$ cat src/rtl/us_trig_gen.sv
// Ultrasonic ranger sequencer: fires a trig pulse, times the echo window and
// paces trigger-to-trigger spacing at PERIOD_US cycles of clk_1m.
module us_trig_gen #(
    parameter int unsigned TRIG_US     = 10,
    parameter int unsigned PERIOD_US   = 60000,
    parameter int unsigned WAIT_US     = 1000,
    parameter int unsigned ECHO_MAX_US = 38000
) (
    input  logic clk_1m,
    input  logic rst,
    input  logic en,
    input  logic start,
    input  logic echo,
    output logic trig,
    output logic busy,
    output logic cycle_done,
    output logic timeout
);

    localparam int unsigned PW    = $clog2(PERIOD_US) + 1;
    localparam int unsigned SMAX0 = (TRIG_US > WAIT_US) ? TRIG_US : WAIT_US;
    localparam int unsigned SMAX  = (SMAX0 > ECHO_MAX_US) ? SMAX0 : ECHO_MAX_US;
    localparam int unsigned SW    = $clog2(SMAX) + 1;

    localparam logic [PW-1:0] PCNT_LAST = PW'(PERIOD_US - 1);
    localparam logic [SW-1:0] TRIG_LAST = SW'(TRIG_US - 1);
    localparam logic [SW-1:0] WAIT_LAST = SW'(WAIT_US - 1);
    localparam logic [SW-1:0] ECHO_LAST = SW'(ECHO_MAX_US - 1);

    typedef enum logic [2:0] {
        StIdle,
        StTrig,
        StWaitEcho,
        StEchoHigh,
        StHoldoff
    } state_e;

    state_e        state_q, state_d;
    logic [PW-1:0] pcnt_q, pcnt_d;
    logic [SW-1:0] scnt_q, scnt_d;
    logic          fail_q, fail_d;
    logic          done_d;
    logic          trig_q, cycle_done_q, timeout_q;

    logic echo_m, echo_s, echo_d;
    logic rise, fall;

    // Two-flop synchroniser plus one delay stage for edge detection.
    always_ff @(posedge clk_1m or negedge rst) begin
        if (!rst) begin
            echo_m <= 1'b0;
            echo_s <= 1'b0;
            echo_d <= 1'b0;
        end else begin
            echo_m <= echo;
            echo_s <= echo_m;
            echo_d <= echo_s;
        end
    end

    assign rise = echo_s & ~echo_d;
    assign fall = ~echo_s & echo_d;

    always_comb begin
        state_d = state_q;
        scnt_d  = scnt_q + SW'(1);
        pcnt_d  = (pcnt_q == PCNT_LAST) ? pcnt_q : pcnt_q + PW'(1);
        fail_d  = fail_q;
        done_d  = 1'b0;

        unique case (state_q)
            StIdle: begin
                scnt_d = '0;
                pcnt_d = '0;
                if (en || start) begin
                    state_d = StTrig;
                end
            end

            StTrig: begin
                if (scnt_q == TRIG_LAST) begin
                    state_d = StWaitEcho;
                    scnt_d  = '0;
                end
            end

            // A rise seen on the last allowed cycle still wins over the timeout.
            StWaitEcho: begin
                if (rise) begin
                    state_d = StEchoHigh;
                    scnt_d  = '0;
                end else if (scnt_q == WAIT_LAST) begin
                    state_d = StHoldoff;
                    fail_d  = 1'b1;
                    done_d  = 1'b1;
                end
            end

            StEchoHigh: begin
                if (fall) begin
                    state_d = StHoldoff;
                    fail_d  = 1'b0;
                    done_d  = 1'b1;
                end else if (scnt_q == ECHO_LAST) begin
                    state_d = StHoldoff;
                    fail_d  = 1'b1;
                    done_d  = 1'b1;
                end
            end

            // cycle_done_q marks the entry cycle, which must not exit even if saturated.
            StHoldoff: begin
                scnt_d = '0;
                if (!cycle_done_q && (pcnt_q == PCNT_LAST)) begin
                    if (en) begin
                        state_d = StTrig;
                        pcnt_d  = '0;
                    end else begin
                        state_d = StIdle;
                    end
                end
            end

            default: begin
                state_d = StIdle;
                scnt_d  = '0;
                pcnt_d  = '0;
            end
        endcase
    end

    always_ff @(posedge clk_1m or negedge rst) begin
        if (!rst) begin
            state_q      <= StIdle;
            pcnt_q       <= '0;
            scnt_q       <= '0;
            fail_q       <= 1'b0;
            trig_q       <= 1'b0;
            cycle_done_q <= 1'b0;
            timeout_q    <= 1'b0;
        end else begin
            state_q      <= state_d;
            pcnt_q       <= pcnt_d;
            scnt_q       <= scnt_d;
            fail_q       <= fail_d;
            trig_q       <= (state_d == StTrig);
            cycle_done_q <= done_d;
            timeout_q    <= done_d & fail_d;
        end
    end

    assign trig       = trig_q;
    assign cycle_done = cycle_done_q;
    assign timeout    = timeout_q;
    assign busy       = (state_q != StIdle);

endmodule

$ cat config.mk
export PLATFORM = sky130hd
export DESIGN_NAME = us_trig_gen
export DESIGN_NICKNAME = d
export VERILOG_FILES = /design/src/rtl/us_trig_gen.sv
export SDC_FILE = /design/constraint.sdc
export NUM_CORES = 1
export LEC_CHECK = 0
export ABC_AREA = 1
export BUFFER_PORTS_ARGS = -buffer_cell sky130_fd_sc_hd__buf_4
export CELL_PAD_IN_SITES_DETAIL_PLACEMENT = 0
export CELL_PAD_IN_SITES_GLOBAL_PLACEMENT = 1
export CORE_MARGIN = 3
export CORE_UTILIZATION = 45
export DETAILED_ROUTE_END_ITERATION = 10
export GPL_ROUTABILITY_DRIVEN = 1
export HOLD_SLACK_MARGIN = 0.1
export PLACE_DENSITY = 0.77
export SYNTH_ARGS = -nofsm -noshare
export SYNTH_HDL_FRONTEND = slang
export SYNTH_SLANG_ARGS = --single-unit
$ cat constraint.sdc
create_clock -name clk_1m -period 3.3 [get_ports clk_1m]
set_clock_uncertainty 0.05 [all_clocks]
set_input_delay 0.33 -clock clk_1m [delete_from_list [all_inputs] [get_ports clk_1m]]
set_output_delay 0.33 -clock clk_1m [all_outputs]
set_load 0.005 [all_outputs]
==> impl_metrics.tcl <==
set metrics [dict create \
    num_vias 1946 \
    cp-start-kind "flop" \
    ir_drop_mv 0.3565 \
    wire_per_inst_um 12.64 \
    post-cts-setup-buffer-count 0 \
    root_buffer "clkbuf_8" \
    postSynthCellCount 320 \
    final.min_clock_period_ns 1.804 \
    antenna_found_initial 0 \
    grt_pass1_wl_mm 9.073 \
    internal-power_uw 1028 \
    max-clock-path-buffers 2 \
    status "finished, final reports clean" \
    die-width_um 80.37 \
    wl_mm 5.106 \
    relSlewSlack_pct 63.06 \
    yosysMostFrequentCell "nor2_1" \
    antenna_left 0 \
    placed_area_um2 2609 \
    drc_errors 0 \
    viasPerCell 4.817 \
    r2r-end "pcnt_q[13]" \
    holdCritPathClass "flop to flop" \
    rsz0062_at_grt "no" \
    die_height_um 80.37 \
    fin_crit_sh_pct 54.68 \
    p_leak_uw 0.001288 \
    tritoncts "yes" \
    final_util_pct 52.65 \
    syn_area_per_cell_um2 7.777 \
    end_kind "flop" \
    netlist_top_cells_area "dfrtp_1 44%, nor2_1 9.7%, nand2_1 8.7%, inv_1 5.7%, xor2_1 5.6%" \
    rows 26 \
    die-area_um2 6459 \
    switchingPower_uw 500.3 \
    setup_tns_ns 0 \
    comb_power_share_pct 25.1 \
    path_clk_slew_ns 0.09 \
    area_growth_pct 10.81 \
    htreeDepth 2 \
    track_usage_pct 18.18 \
    fmax_mhz 554.2 \
    yosys-top-cells-count "64 x nor2_1, 58 x nand2_1, 44 x dfrtp_1" \
    critical_path.endpoint "pcnt_q[13]" \
    synth_edf_count 0 \
    overflow 0 \
    yosysUniqueCellTypes 32 \
    place_congestion 0.8102 \
    start_util_pct 47.52 \
    firstDrtPassIters 4 \
    setup_viol 0 \
    syn_area_um2 2489 \
    crit_start "pcnt_q[0]" \
    cp.arrival_ns 1.94 \
    synth-seq-cells 44 \
    hpwl_mm 3.803 \
    critical_path_required_ns 3.44 \
    cp_max_fo 15 \
    reg2regPathDepth 10 \
    slowest_stage "dfrtp_1" \
    fin_area_um2 2758 \
    finalNetCount 342 \
    seqPwrFrac_pct 43.5 \
    path_class "flop to flop" \
    antennaDiodeCount 0 \
    clock_sink_count 44 \
    r2r_start "pcnt_q[0]" \
    synth_top_area_share_pct 44.24 \
    finalHoldViolations 0 \
    path_cells "ha_1, nand2_2, nor2_1, nand3_1, nor2_4, nand3_2, nand2_4, inv_1, nand2_1, nor2_1" \
    cp_common_cell "nor2_1" \
    pin_count 9 \
    yosys_warnings 0 \
    async_flop_share_pct 100.0 \
    clock_power_share_pct 31.5 \
    tightest_slew_ns 0.5541 \
    coreArea_um2 5238 \
    grt_pass1_vias 1910 \
    first_iter_violations 94 \
    clk_latency_ns 0.30 \
    power.density_nw_per_um2 554.3 \
    synth_nets 328 \
    cap_violations 0 \
    drive_gt1_share_pct 11.68 \
    ys.flop_type "dfrtp_1" \
    port_buffers 8 \
    r2r_setup_slack_ns 1.50 \
    grt_start_max_net_pins 45 \
    numCtsBuffers 5 \
    reg_top3 "pcnt_q: 17 flops, scnt_q: 17 flops, state_q: 3 flops" \
    cp_slowest_stage_delay_ns 0.41 \
    swShare_pct 32.73 \
    ys_seq_area_share_pct 44.24 \
    synth_area_leader_cell "dfrtp_1" \
    maxSlewViolCount 0 \
]
how the worst min path moves through the flow:
stage | start | end | slack [ns] | cells after the start
2_1_floorplan | rst | cycle_done | -0.02 | 0
3_3_place_gp | echo_m | echo_s | 0.28 | 0
4_1_cts | echo_m | echo_s | 0.31 | 0
3_5_place_dp | echo_m | echo_s | 0.29 | 0
6_report | echo_m | echo_s | 0.30 | 0
5_1_grt | echo_m | echo_s | 0.32 | 0
cells by family after synthesis:
| group | Yosys count | share of synthesized area (%) |
|---|---|---|
| AND/OR/NAND/NOR | 193 | 36.80 |
| buffers and inverters | 47 | 7.742 |
| flip-flops | 44 | 44.24 |
| XOR/XNOR | 19 | 6.687 |
| AO/OA/AOI/OAI | 14 | 3.017 |
| adder cells (fa/ha/maj) | 3 | 1.508 |
critical path: cells and delay by family, from the launching register on:
family | cells | cell delay [ns]
fa+ha+maj | 1 | 0.20
buf+inv | 1 | 0.11
flops | 1 | 0.41
simple gates | 8 | 0.93
stage by stage:
stage / setup WS, ns / std cells / power, µW / hold WS [ns]
floorplan: 1.783 / 320 / 979.5 / -0.01559
global placement: 1.489 / 395 / 1066 / 0.2828
detailed placement: 1.501 / 395 / 1067 / 0.2881
CTS: 1.479 / 404 / 1558 / 0.3096
finish: 1.496 / 404 / 1528 / 0.3044
global route: 1.317 / 404 / 1646 / 0.3197
layer usage:
layer / global-route usage, % / up-vias / share of wire [%]
met2: 25.99 / 29 / 41
met1: 27.76 / 875 / 55
met3: 4.148 / 2 / 3.6
li1: - / 1040 / -
met5: 0 / - / 0
met4: 4.054 / 0 / 0.27
power groups by stage:
stage	Clock (µW)	Combinational [µW]	Sequential, µW
3_3_place_gp	0	391	675
2_1_floorplan	0	315	665
6_report	481	383	664
4_1_cts	499	395	665
5_1_grt	516	452	678
3_5_place_dp	0	393	674
placed cells by master (no fill, tap or decap):
master / synthesis / layout
bufinv_16: 0 / 2
nand3_1: 25 / 25
xor2_1: 16 / 16
nor3_2: 3 / 3
a31oi_1: 1 / 1
nor4_1: 1 / 1
nor3b_1: 1 / 1
nand3b_1: 1 / 1
ha_1: 3 / 3
clkbuf_8: 0 / 5
nand4_2: 1 / 1
nand2_2: 3 / 3
inv_1: 38 / 38
nor3_1: 17 / 17
o21ai_0: 4 / 4
or2_2: 1 / 1
nand2_1: 58 / 58
and2_1: 1 / 1
dfrtp_1: 44 / 44
nand3_2: 4 / 4
a21oi_1: 7 / 7
nand2_4: 1 / 1
o21bai_1: 1 / 1
buf_4: 0 / 8
nor3b_2: 1 / 1
inv_2: 6 / 6
nand4_1: 7 / 7
nor2_1: 64 / 64
nor2_2: 1 / 1
nor3_4: 1 / 1
o22ai_1: 1 / 1
dlygate4sd3_1: 0 / 2
xnor2_1: 3 / 3
nor2_4: 2 / 2
layout make-up:
type                       count  area (µm²)
inverter                      44       165.2
clock inverter                 2       60.06
sequential                    44        1101
multi-input combinational    229        1195
timing repair buffer          10       80.08
clock buffer                   5       68.82
tap                           70       87.58
fill                         525        2480
repair_timing:
| action | 4_1_cts | 5_1_grt |
|---|---|---|
| resized for setup | 0 | 0 |
| hold buffers | 2 | 0 |
| endpoints found under the setup margin | 0 | 0 |
| endpoints found under the hold margin | 45 | 0 |
Note: power is estimated with default switching activity, not from simulation.
